File: config.mk
export PLATFORM = sky130hd
export DESIGN_NAME = serial_frame_send
export DESIGN_NICKNAME = d
export VERILOG_FILES = /design/src/rtl/serial_frame_send.sv
export SDC_FILE = /design/constraint.sdc
export NUM_CORES = 1
export LEC_CHECK = 0
export ABC_AREA = 1
export BUFFER_PORTS_ARGS = -buffer_cell sky130_fd_sc_hd__buf_4
export CORE_MARGIN = 3
export CORE_UTILIZATION = 40
export CTS_BUF_LIST = sky130_fd_sc_hd__clkbuf_4
export DETAILED_ROUTE_END_ITERATION = 16
export GPL_ROUTABILITY_DRIVEN = 1
export PLACE_DENSITY_LB_ADDON = 0.15
export SYNTH_ARGS = -nofsm -noshare
export SYNTH_HDL_FRONTEND = slang
export SYNTH_SLANG_ARGS = --single-unit
export TNS_END_PERCENT = 100
File: constraint.sdc
create_clock -name clk -period 20.3 [get_ports clk]
set_input_delay 1.015 -clock clk [delete_from_list [all_inputs] [get_ports clk]]
set_output_delay 1.015 -clock clk [all_outputs]
set_load 0.02 [all_outputs]
File: src/rtl/serial_frame_send.sv
// Serialises a latched byte array into UART writes, optionally framed as
// SOF + payload + XOR checksum, handshaking on the transmitter's busy flag.
module serial_frame_send #(
    parameter int         MAX_BYTES = 16,
    parameter int         CNT_W     = 5,
    parameter int         FRAMED    = 1,
    parameter logic [7:0] SOF       = 8'h7E,
    parameter int         LSB_FIRST = 1
) (
    input  logic                   clk,
    input  logic                   reset,
    input  logic [8*MAX_BYTES-1:0] old_data,
    input  logic [CNT_W-1:0]       count,
    input  logic                   start,
    input  logic                   abort,
    input  logic                   busy,
    output logic                   txdWrite,
    output logic [7:0]             txdData,
    output logic                   arrayBusy,
    output logic                   done,
    output logic                   err
);

    localparam int IDX_W = (MAX_BYTES > 1) ? $clog2(MAX_BYTES) : 1;

    typedef enum logic [1:0] {S_IDLE, S_WAIT, S_WRITE, S_NEXT} state_t;
    typedef enum logic [1:0] {PH_SOF, PH_DATA, PH_CSUM} phase_t;

    state_t                 state_q;
    phase_t                 phase_q;
    logic [IDX_W-1:0]       index_q;
    logic [CNT_W-1:0]       count_q;
    logic [8*MAX_BYTES-1:0] data_q;
    logic [7:0]             csum_q;
    logic                   txdWrite_q;
    logic [7:0]             txdData_q;
    logic                   arrayBusy_q;
    logic                   done_q;
    logic                   err_q;

    logic [7:0]             payloadByte;
    logic [7:0]             txdByte_d;
    logic                   countOk;
    logic                   lastByte;

    assign countOk  = (count != '0) && (count <= CNT_W'(MAX_BYTES));
    assign lastByte = (CNT_W'(index_q) == (count_q - CNT_W'(1)));

    // Byte order within the packed payload is fixed at elaboration time.
    always_comb begin
        payloadByte = '0;
        for (int i = 0; i < MAX_BYTES; i++) begin
            if (index_q == IDX_W'(i)) begin
                if (LSB_FIRST != 0) payloadByte = data_q[8*i +: 8];
                else                payloadByte = data_q[8*(MAX_BYTES-1-i) +: 8];
            end
        end
    end

    always_comb begin
        txdByte_d = csum_q;
        case (phase_q)
            PH_SOF:  txdByte_d = SOF;
            PH_DATA: txdByte_d = payloadByte;
            default: txdByte_d = csum_q;
        endcase
    end

    always_ff @(posedge clk) begin
        if (!reset) begin
            state_q     <= S_IDLE;
            phase_q     <= PH_SOF;
            index_q     <= '0;
            csum_q      <= '0;
            txdWrite_q  <= 1'b0;
            txdData_q   <= '0;
            arrayBusy_q <= 1'b0;
            done_q      <= 1'b0;
            err_q       <= 1'b0;
        end else begin
            txdWrite_q <= 1'b0;
            done_q     <= 1'b0;
            err_q      <= 1'b0;
            case (state_q)
                S_IDLE: begin
                    if (start) begin
                        if (countOk) begin
                            data_q      <= old_data;
                            count_q     <= count;
                            index_q     <= '0;
                            csum_q      <= '0;
                            phase_q     <= (FRAMED != 0) ? PH_SOF : PH_DATA;
                            state_q     <= S_WAIT;
                            arrayBusy_q <= 1'b1;
                        end else begin
                            err_q <= 1'b1;
                        end
                    end
                end
                S_WAIT: begin
                    if (abort) begin
                        state_q     <= S_IDLE;
                        arrayBusy_q <= 1'b0;
                    end else if (!busy) begin
                        // Strobe is raised on entry so it spans exactly the WRITE cycle.
                        state_q    <= S_WRITE;
                        txdWrite_q <= 1'b1;
                        txdData_q  <= txdByte_d;
                        if (phase_q == PH_DATA) csum_q <= csum_q ^ txdByte_d;
                    end
                end
                S_WRITE: begin
                    if (abort) begin
                        state_q     <= S_IDLE;
                        arrayBusy_q <= 1'b0;
                    end else begin
                        state_q <= S_NEXT;
                    end
                end
                S_NEXT: begin
                    if (abort) begin
                        state_q     <= S_IDLE;
                        arrayBusy_q <= 1'b0;
                    end else begin
                        case (phase_q)
                            PH_SOF: begin
                                phase_q <= PH_DATA;
                                state_q <= S_WAIT;
                            end
                            PH_DATA: begin
                                if (!lastByte) begin
                                    index_q <= index_q + IDX_W'(1);
                                    state_q <= S_WAIT;
                                end else if (FRAMED != 0) begin
                                    phase_q <= PH_CSUM;
                                    state_q <= S_WAIT;
                                end else begin
                                    state_q     <= S_IDLE;
                                    arrayBusy_q <= 1'b0;
                                    done_q      <= 1'b1;
                                end
                            end
                            default: begin
                                state_q     <= S_IDLE;
                                arrayBusy_q <= 1'b0;
                                done_q      <= 1'b1;
                            end
                        endcase
                    end
                end
                default: begin
                    state_q     <= S_IDLE;
                    arrayBusy_q <= 1'b0;
                end
            endcase
        end
    end

    assign txdWrite  = txdWrite_q;
    assign txdData   = txdData_q;
    assign arrayBusy = arrayBusy_q;
    assign done      = done_q;
    assign err       = err_q;

endmodule

==> reports/metrics.csv <==
stage,metric,value,unit
synth,synth_top_area_share,56.80,%
grt,grt_usage,16.77,%
sta,fmax,280.5,MHz
route,ant_nets,0,
synth,async_flop_share,0,%
clocking,clk_pin_slew_worst_paths,0.13,ns
setup_path,crit_chain,"buf_4, or4_1, xor2_1, nor2_4, buf_4, buf_4",
route,wl_per_cell,14.95,um
synth,synth_compound_gate_area_share,6.050,%
setup_path,slowest_delay,0.86,ns
sta,fin_crit,3.565,ns
finish,nets,986,
placement,place_area,8352,um2
min_path,hp-class,flip-flop to flip-flop,
min_path,min_from,csum_q[6],
synth,ys_warn_count,0,
synth,syn_inst,685,
setup_path,cp.arrival,3.73,ns
clocking,post_cts.repair.setup_buffers,0,
clocking,clock-root-buffer,clkbuf_4,
job,drv_cap,0,
setup_path,crit_start,count[1],
setup_path,rrSetupSlack,17.20,ns
finish,fillCellCount,1551,
grt,grt_pass1_wl,25.90,mm
clocking,h-tree-depth,4,
sta,final_hold_viol_count,0,
run_status,status,completed,
min_path,worstHoldPathCells,2,
clocking,cts_made_buffers,17,
synth,synth_edf_count,133,
setup_path,reg2regPathDepth,20,
synth,synth_seq_area_share,64.77,%
clocking,clk_latency,0.54,ns
sta,skew,0.01958,ns
power,p_leak,3.582,nW
setup_path,cp_slowest_cell,buf_4,
route,drt_first_iter_violations,344,
clocking,cts_resized,0,
sta,relSlewSlack,22.41,%
placement,port_buffers,149,
sta,tightest_slew,1.160,ns
clocking,cts_tree,done,
grt,gr-total-overflow,0,
setup_path,r2r_end,csum_q[5],
placement,place.gp.congestion,0.7978,
die,die_area,19210,um2
synth,synth_top_family_by_area,simple AND/OR/NAND/NOR gates,
sta,fin_crit_sh,17.56,%
setup_path,worstPathRequired,20.46,ns
route,route.detailed.vias_per_inst,4.770,
placement,dp_hpwl,11.85,mm
synth,yosys.area_share.adder,1.601,%
finish,multiInputGateArea,2082,um2
synth,ys_types,41,
setup_path,worst_setup_path_end_kind,flip-flop,
setup_path,cp_common_cell,buf_4,
clocking,postCtsHoldBufs,0,
die,io_pins,150,
setup_path,reg2reg_from,index_q[1],
setup_path,start_kind,primary input,
power,ir_drop,0.04908,mV
power,power_density,87.45,nW/um2
synth,ys.flop_type,edfxtp_1,
synth,ys_seq_elements,161,
setup_path,critical_path_buf_inv_count,3,
synth,synth_area_leaders,"edfxtp_1 (57%), nand2_1 (8.6%), dfxtp_1 (8.0%), nand3_1 (5.8%), inv_1 (3.9%)",
sta,rsz0062_at_grt,no,
synth,synth.avg_cell_area,10.27,um2
setup_path,cp_max_fo,83,
sta,slew_viol_final,0,
route,drt_drc_violations_left,0,
finish,drive_gt1_share,25.62,%
grt,grt_max_degree,84,
clocking,cts_buffer_depth,2,
synth,yosys.area_share.simple,21.10,%
route,vias,5118,
die,core_area,16880,um2
finish,final_util,51.48,%
grt,antenna_found_initial,1,
synth,syn-cell-area,7032,um2
grt,grt_pass1_vias,5167,
synth,synth_xor_area_share,0.7473,%
sta,setup_viol,0,
power,totalPowerFinal,0.0007598,W
die,num_rows,47,
sta,whs,0.4830,ns
synth,synth_area_leader_cell,edfxtp_1,
setup_path,worstSetupPathType,primary input to flip-flop,
finish,fin_area,8688,um2
die,chipHeight,138.6,um
synth,synth_mux_area_share,0,%
min_path,hold_path_end,csum_q[6],
finish,area_delta_synth_final,23.56,%
route,wl,16.04,mm
setup_path,path_delay_family,buffers and inverters,
sta,final.setup.tns,0,ns
synth,syn_nets,832,
die,die_x,138.6,um
die,start_util,41.66,%
route,drtPass1Iterations,5,
clocking,cts_sinks,161,
finish,register_area,4554,um2
## routing by layer
metal	up-vias	global-route usage (%)	part of all wire, %
met4	0	3.796	0.83
met5	-	0	0
li1	2613	-	-
met1	2366	22.82	45
met2	131	27.00	48
met3	8	4.690	6.1
## flip-flops by register name, summed over array words and instances (netlist names)
name       flops
index_q        4
arrayBusy      1
data_q       128
done           1
txdData        8
csum_q         8
err            1
state_q        2
phase_q        2
count_q        5
txdWrite       1
## how the worst max path moves through the flow
stage | endpoint | slack, ns | depth (start not counted)
6_report | data_q[96] | 16.73 | 6
5_1_grt | data_q[114] | 16.63 | 6
4_1_cts | data_q[83] | 16.76 | 6
3_5_place_dp | data_q[66] | 16.15 | 6
3_3_place_gp | data_q[66] | 16.22 | 6
2_1_floorplan | count_q[0] | 12.42 | 3
## tightest hold or removal path, cell delays in order (launching register included)
cell,delay (ns)
dfxtp_1,0.34
nand2_1,0.06
a21oi_1,0.05
## placed cells by master (no fill, tap or decap), drive strengths merged, types with 4 or more instances in the layout
cell type	netlist	routed
a211oi	4	4
a21oi	48	48
buf	8	151
bufinv	0	4
clkbuf	8	17
clkinv	1	4
dfxtp	28	28
edfxtp	133	133
ha	9	9
inv	80	85
nand2	164	164
nand3	82	82
nand3b	6	6
nor2	57	57
nor3	4	4
o21ai	22	22
or2	14	14
xor2	5	5
## power by group
part,total [W],internal [W],leakage [nW],switching [W]
combinational,0.000154,0.0000589,1.97,0.0000954
sequential,0.000388,0.000378,1.44,0.00000966
clock,0.000217,0.0000996,0.171,0.000118
## stage by stage
step           cells  setup slack, ns
3_5_place_dp    1040            16.15
3_3_place_gp    1040            16.22
6_report        1073            16.73
5_1_grt         1073            16.63
2_1_floorplan    685            12.42
4_1_cts         1071            16.76
## layout make-up
class | count | share of cell area [%]
Tap cell | 220 | 3.168
Clock buffer | 17 | 1.469
Clock inverter | 14 | 2.347
Antenna cell | 2 | 0.05760
Sequential cell | 161 | 52.42
Inverter | 81 | 3.528
Multi-Input combinational cell | 427 | 23.96
Timing Repair Buffer | 151 | 13.05
## cells by family (layout without fill, tap and decap cells)
logic type / after synthesis / count (layout)
xor gates and xnor gates: 6 / 6
AOI/OAI and AO/OA: 79 / 79
buffers and inverters: 97 / 263
DFF: 161 / 161
other: 0 / 2
adders and majority gates: 9 / 9
and+or+nand+nor: 333 / 333
## synthesized netlist by cell type, types with 2 or more instances
master    number
nor3b_1        2
dfxtp_1       28
nor3_1         4
inv_1         73
clkbuf_1       8
edfxtp_1     133
nand2_1      161
nand2_2        2
nand3_1       81
nor2_4         2
o21ai_0       17
a21oi_1       47
or2_2         13
xor2_1         5
nand4_1        2
nor2_2         7
buf_4          4
nand3b_1       6
nor2_1        48
o21ai_1        5
ha_1           9
buf_2          2
a211oi_1       3
inv_2          6
Note: power is estimated with default switching activity, not from simulation.
